## config.mk

```make
export PLATFORM = sky130hd
export DESIGN_NAME = special_case_detector_for_divider
export DESIGN_NICKNAME = d
export VERILOG_FILES = /design/src/rtl/special_case_detector_for_divider.sv
export SDC_FILE = /design/constraint.sdc
export NUM_CORES = 1
export LEC_CHECK = 0
export BUFFER_PORTS_ARGS = -buffer_cell sky130_fd_sc_hd__buf_4
export CAP_MARGIN = 10
export CORE_MARGIN = 1.5
export CORE_UTILIZATION = 55
export CTS_BUF_LIST = sky130_fd_sc_hd__clkbuf_8
export DETAILED_ROUTE_END_ITERATION = 12
export GPL_TIMING_DRIVEN = 0
export PLACE_DENSITY = 0.9
export SLEW_MARGIN = 0
export SYNTH_ARGS = -nofsm -noshare
export SYNTH_HDL_FRONTEND = slang
export SYNTH_SLANG_ARGS = --single-unit
```

## constraint.sdc

```tcl
create_clock -name clk -period 4.55 [get_ports clk]
set_input_delay 0.455 -clock clk [delete_from_list [all_inputs] [get_ports clk]]
set_output_delay 0.455 -clock clk [all_outputs]
set_load 0.02 [all_outputs]
```

## src/rtl/special_case_detector_for_divider.sv

```systemverilog
// ============================================================================
// Module   : special_case_detector_for_divider
// Brief    : HUB divider front-end that classifies X/Y special cases and
//            buffers the operands and codes in a 2-entry FIFO.
// Revision : 1.0  initial release
// ============================================================================
`default_nettype none

module special_case_detector_for_divider #(
    parameter int M            = 23,
    parameter int E            = 8,
    parameter int special_case = 7,
    parameter int CNT_W        = 16
) (
    input  logic                             clk,
    input  logic                             rst_n,
    input  logic                             in_valid,
    output logic                             in_ready,
    input  logic [E+M:0]                     X,
    input  logic [E+M:0]                     Y,
    output logic                             out_valid,
    input  logic                             out_ready,
    output logic [E+M:0]                     X_out,
    output logic [E+M:0]                     Y_out,
    output logic [$clog2(special_case)-1:0]  X_special_case,
    output logic [$clog2(special_case)-1:0]  Y_special_case,
    output logic                             is_special,
    output logic [CNT_W-1:0]                 special_count
);

    localparam int CW = $clog2(special_case);

    localparam logic [CW-1:0] C_NONE   = CW'(0);
    localparam logic [CW-1:0] C_INF_P  = CW'(1);
    localparam logic [CW-1:0] C_INF_N  = CW'(2);
    localparam logic [CW-1:0] C_ZERO_P = CW'(3);
    localparam logic [CW-1:0] C_ZERO_N = CW'(4);
    localparam logic [CW-1:0] C_ONE_P  = CW'(5);
    localparam logic [CW-1:0] C_ONE_N  = CW'(6);

    // HUB encoding of 1.0: biased exponent is the top bit alone, mantissa zero
    localparam logic [E-1:0] C_EXP_ONE = {1'b1, {(E-1){1'b0}}};

    function automatic logic [CW-1:0] classify(input logic [E+M:0] v);
        logic         s;
        logic [E-1:0] ex;
        logic [M-1:0] mn;
        s  = v[E+M];
        ex = v[E+M-1:M];
        mn = v[M-1:0];
        classify = C_NONE;
        if ((&ex) && (&mn)) begin
            classify = s ? C_INF_N : C_INF_P;
        end else if ((ex == '0) && (mn == '0)) begin
            classify = s ? C_ZERO_N : C_ZERO_P;
        end else if ((ex == C_EXP_ONE) && (mn == '0)) begin
            classify = s ? C_ONE_N : C_ONE_P;
        end
    endfunction

    logic [E+M:0]     x_q  [2];
    logic [E+M:0]     y_q  [2];
    logic [CW-1:0]    xc_q [2];
    logic [CW-1:0]    yc_q [2];
    logic             rd_q, rd_d;
    logic             wr_q, wr_d;
    logic [1:0]       cnt_q, cnt_d;
    logic [CNT_W-1:0] spc_q, spc_d;

    logic w_push;
    logic w_pop;

    assign in_ready       = (cnt_q != 2'd2);
    assign out_valid      = (cnt_q != 2'd0);
    assign w_push         = in_valid & in_ready;
    assign w_pop          = out_valid & out_ready;

    assign X_out          = x_q[rd_q];
    assign Y_out          = y_q[rd_q];
    assign X_special_case = xc_q[rd_q];
    assign Y_special_case = yc_q[rd_q];
    assign is_special     = (X_special_case != C_NONE) | (Y_special_case != C_NONE);
    assign special_count  = spc_q;

    always_comb begin
        cnt_d = cnt_q;
        rd_d  = rd_q;
        wr_d  = wr_q;
        spc_d = spc_q;
        if (w_push && !w_pop) begin
            cnt_d = cnt_q + 2'd1;
        end else if (w_pop && !w_push) begin
            cnt_d = cnt_q - 2'd1;
        end
        if (w_push) begin
            wr_d = ~wr_q;
        end
        if (w_pop) begin
            rd_d = ~rd_q;
            if (is_special && !(&spc_q)) begin
                spc_d = spc_q + 1'b1;
            end
        end
    end

    always_ff @(posedge clk or negedge rst_n) begin
        if (!rst_n) begin
            cnt_q <= 2'd0;
            rd_q  <= 1'b0;
            wr_q  <= 1'b0;
            spc_q <= '0;
            for (int i = 0; i < 2; i++) begin
                x_q[i]  <= '0;
                y_q[i]  <= '0;
                xc_q[i] <= '0;
                yc_q[i] <= '0;
            end
        end else begin
            cnt_q <= cnt_d;
            rd_q  <= rd_d;
            wr_q  <= wr_d;
            spc_q <= spc_d;
            // Codes are captured with the operands so the head never needs reclassifying
            if (w_push) begin
                x_q[wr_q]  <= X;
                y_q[wr_q]  <= Y;
                xc_q[wr_q] <= classify(X);
                yc_q[wr_q] <= classify(Y);
            end
        end
    end

endmodule

`default_nettype wire

```

==> out/metrics.cfg <==
[sta]
min_period_ns=2.859
max_freq_ghz=0.3497
fin_hold_ws_ns=-0.005479
slew_violations=0
rsz0062_at_grt=no
period_share_pct=62.84
hold_viol_final=5
worst_pin_slew_ns=0.6448
setup_viol=0
finalSetupTns_ns=0
clock_skew_ns=0.007361
slew_headroom_pct=57.01

[synth]
synth-seq-area-share_pct=54.03
syn_nets=880
synthDistinctLibCells=37
syn_inst=810
netlist_area_um2=7411
yosys.area.top_type=dfrtp_1
synth_warnings=0
syn_avg_cell_area_um2=9.149
synth.area.top_cells=dfrtp_1 54%, nand2_1 20%, mux2_2 9.7%, nor4_1 2.0%, xor2_1 1.9%
synth-seq-cells=160
yosysTopAreaCellShare_pct=54.03

[pwr]
p_leak_nw=4.921
p_total_mw=6.918
peakVddDrop_mv=0.4989
p_per_area_nw_per_um2=742.4

[clocking]
cts_tree=yes
clock_insertion_delay_worst_skew_ns=0.46
clockBufferDepth=2
clk_pin_slew_ns=0.08
clock-sinks=160
cts_buffers=17
root_buffer=clkbuf_8
hold_buffers=0
cts_resized=0
htreeDepth=4
postCtsSetupBuffers=0

[floorplan]
dieArea_um2=14180
fp-row-count=42
coreArea_um2=13190
die_h_um=119.1
die_x_um=119.1
initial_utilization_pct=56.18
pin_count=157

[detailed_routing]
vias=6440
wire_per_inst_um=16.47
ant_nets=0
finalWirelength_um=19340
drt-pass1-iter-count=5
viasPerCell=5.486
drc=0
first_iter_violations=732

[critical_path]
cp_data_required_time_ns=4.09
cp-start-kind=flip-flop
slowest_stage=clkbuf_1
cp-end-kind=output pin
critPathMaxFanout=10
critical_path_class=flip-flop to output pin
arrival_ns=2.40
crit_path_cell_trace=buf_6, clkbuf_1, buf_2, mux2_2, buf_4
cp_slowest_stage_delay_ns=0.50

[placed_design]
dp_hpwl_um=13350
routabilityCongestion=0.8363
portBuffers=156

[grt]
grt_max_degree=92
grt_pass1_vias=6334
antenna_found_initial=0
grt.total_usage_pct=28.46
grt_overflow=0
grt_first_pass_wirelength_um=31470

[final_layout]
area_growth_pct=25.75
diodes=0
drive_gt1_share_pct=28.16
layout_commonest_cell=nand2_1
fill_cells=970
nNetsFinal=1056
ff_latch_area_um2=4004
layout_common_cells=403 x nand2_1, 160 x dfrtp_1, 155 x buf_4
multi_input_area_um2=3206

[outcome]
outcome=finished with violations
violations=negative hold slack

[flow_run]
max-cap-violations=0

[min_path]
hold_path.class=input pin to asynchronous set/reset pin

## worst paths after layout
check / from / to / slack [ns] / depth (start not counted)
worst max-delay path: rd_q / X_out[20] / 1.69 / 5
worst min-delay path: rst_n / x_q[45] / -0.005 / 1
worst max register to register: special_count[0] / special_count[13] / 2.44 / 7
worst min register to register: y_q[48] / y_q[48] / 0.47 / 2
max in group asynchronous: rst_n / y_q[25] / 3.69 / 2
min in group clk: X[12] / x_q[44] / 0.21 / 3
## cell type report
class                      instances  share of cell area [%]
sequential                       160                   42.96
multi-input combinational        605                   34.40
timing repair buffer             157                   12.90
clock buffer                      20                   2.954
tap                              176                   2.363
clock inverter                    11                   2.256
buffer                            39                   1.920
inverter                           6                  0.2417
## synth_stat cells, drive strengths merged
library cell    n
nand2         403
dfrtp         160
mux2           71
clkbuf         24
nor4           24
nand4          18
xor2           16
buf            15
nor2           11
nand3          10
o21ai           9
inv             6
nor3            6
or2             6
a31oi           4
mux2i           4
or4             4
and2            3
xnor2           3
a21oi           2
and3            2
and4            2
ha              2
nand2b          1
nor3b           1
nor4b           1
o211ai          1
o21bai          1
## where the power goes
part,leakage (nW),switching (mW),internal (mW)
registers,2.01,0.337,2.02
clock network,0.246,0.518,0.747
logic,2.67,1.88,1.42
## kinds of logic (layout without fill, tap and decap cells)
kind of cell	Yosys count	after routing	synth area share, %
AOI/OAI and AO/OA	17	17	1.536
xor gates and xnor gates	19	19	2.245
adders and majority gates	2	2	0.3376
buffers and inverters	45	233	2.718
DFF	160	160	54.03
muxes	75	75	11.48
and+or+nand+nor	492	492	27.66
## worst max-delay path, delay by kind of cell, from the launching register on
kind | cells | cell delay, ns
buf+inv | 4 | 1.20
mux | 1 | 0.39
flops | 1 | 0.36
## metal layers
layer | wire (um) | GRT usage (%)
met1 | 7920 | 37.22
met2 | 9458 | 46.32
met3 | 1541 | 6.801
met4 | 420 | 10.62
met5 | 0 | 0
## sequential cells by signal, summed over array words and instances, names as in the netlist
register and flops:
x_q 64, y_q 64, special_count 16, xc_q 6, yc_q 6, cnt_q 2, rd_q 1, wr_q 1
## metrics by stage
step	util [%]	instance area (um^2)	setup WS [ns]	std cells	hold WS, ns
2_1_floorplan	-	7411	2.646	810	0.1594
3_3_place_gp	66.73	8802	2.181	1142	0.4513
3_5_place_dp	66.97	8833	2.189	1143	0.4569
4_1_cts	70.65	9319	1.636	1174	0.01021
5_1_grt	70.65	9319	1.564	1174	0.04461
6_report	70.65	9319	1.691	1174	-0.005479
No activity file was read; power rests on OpenSTA's default activity.
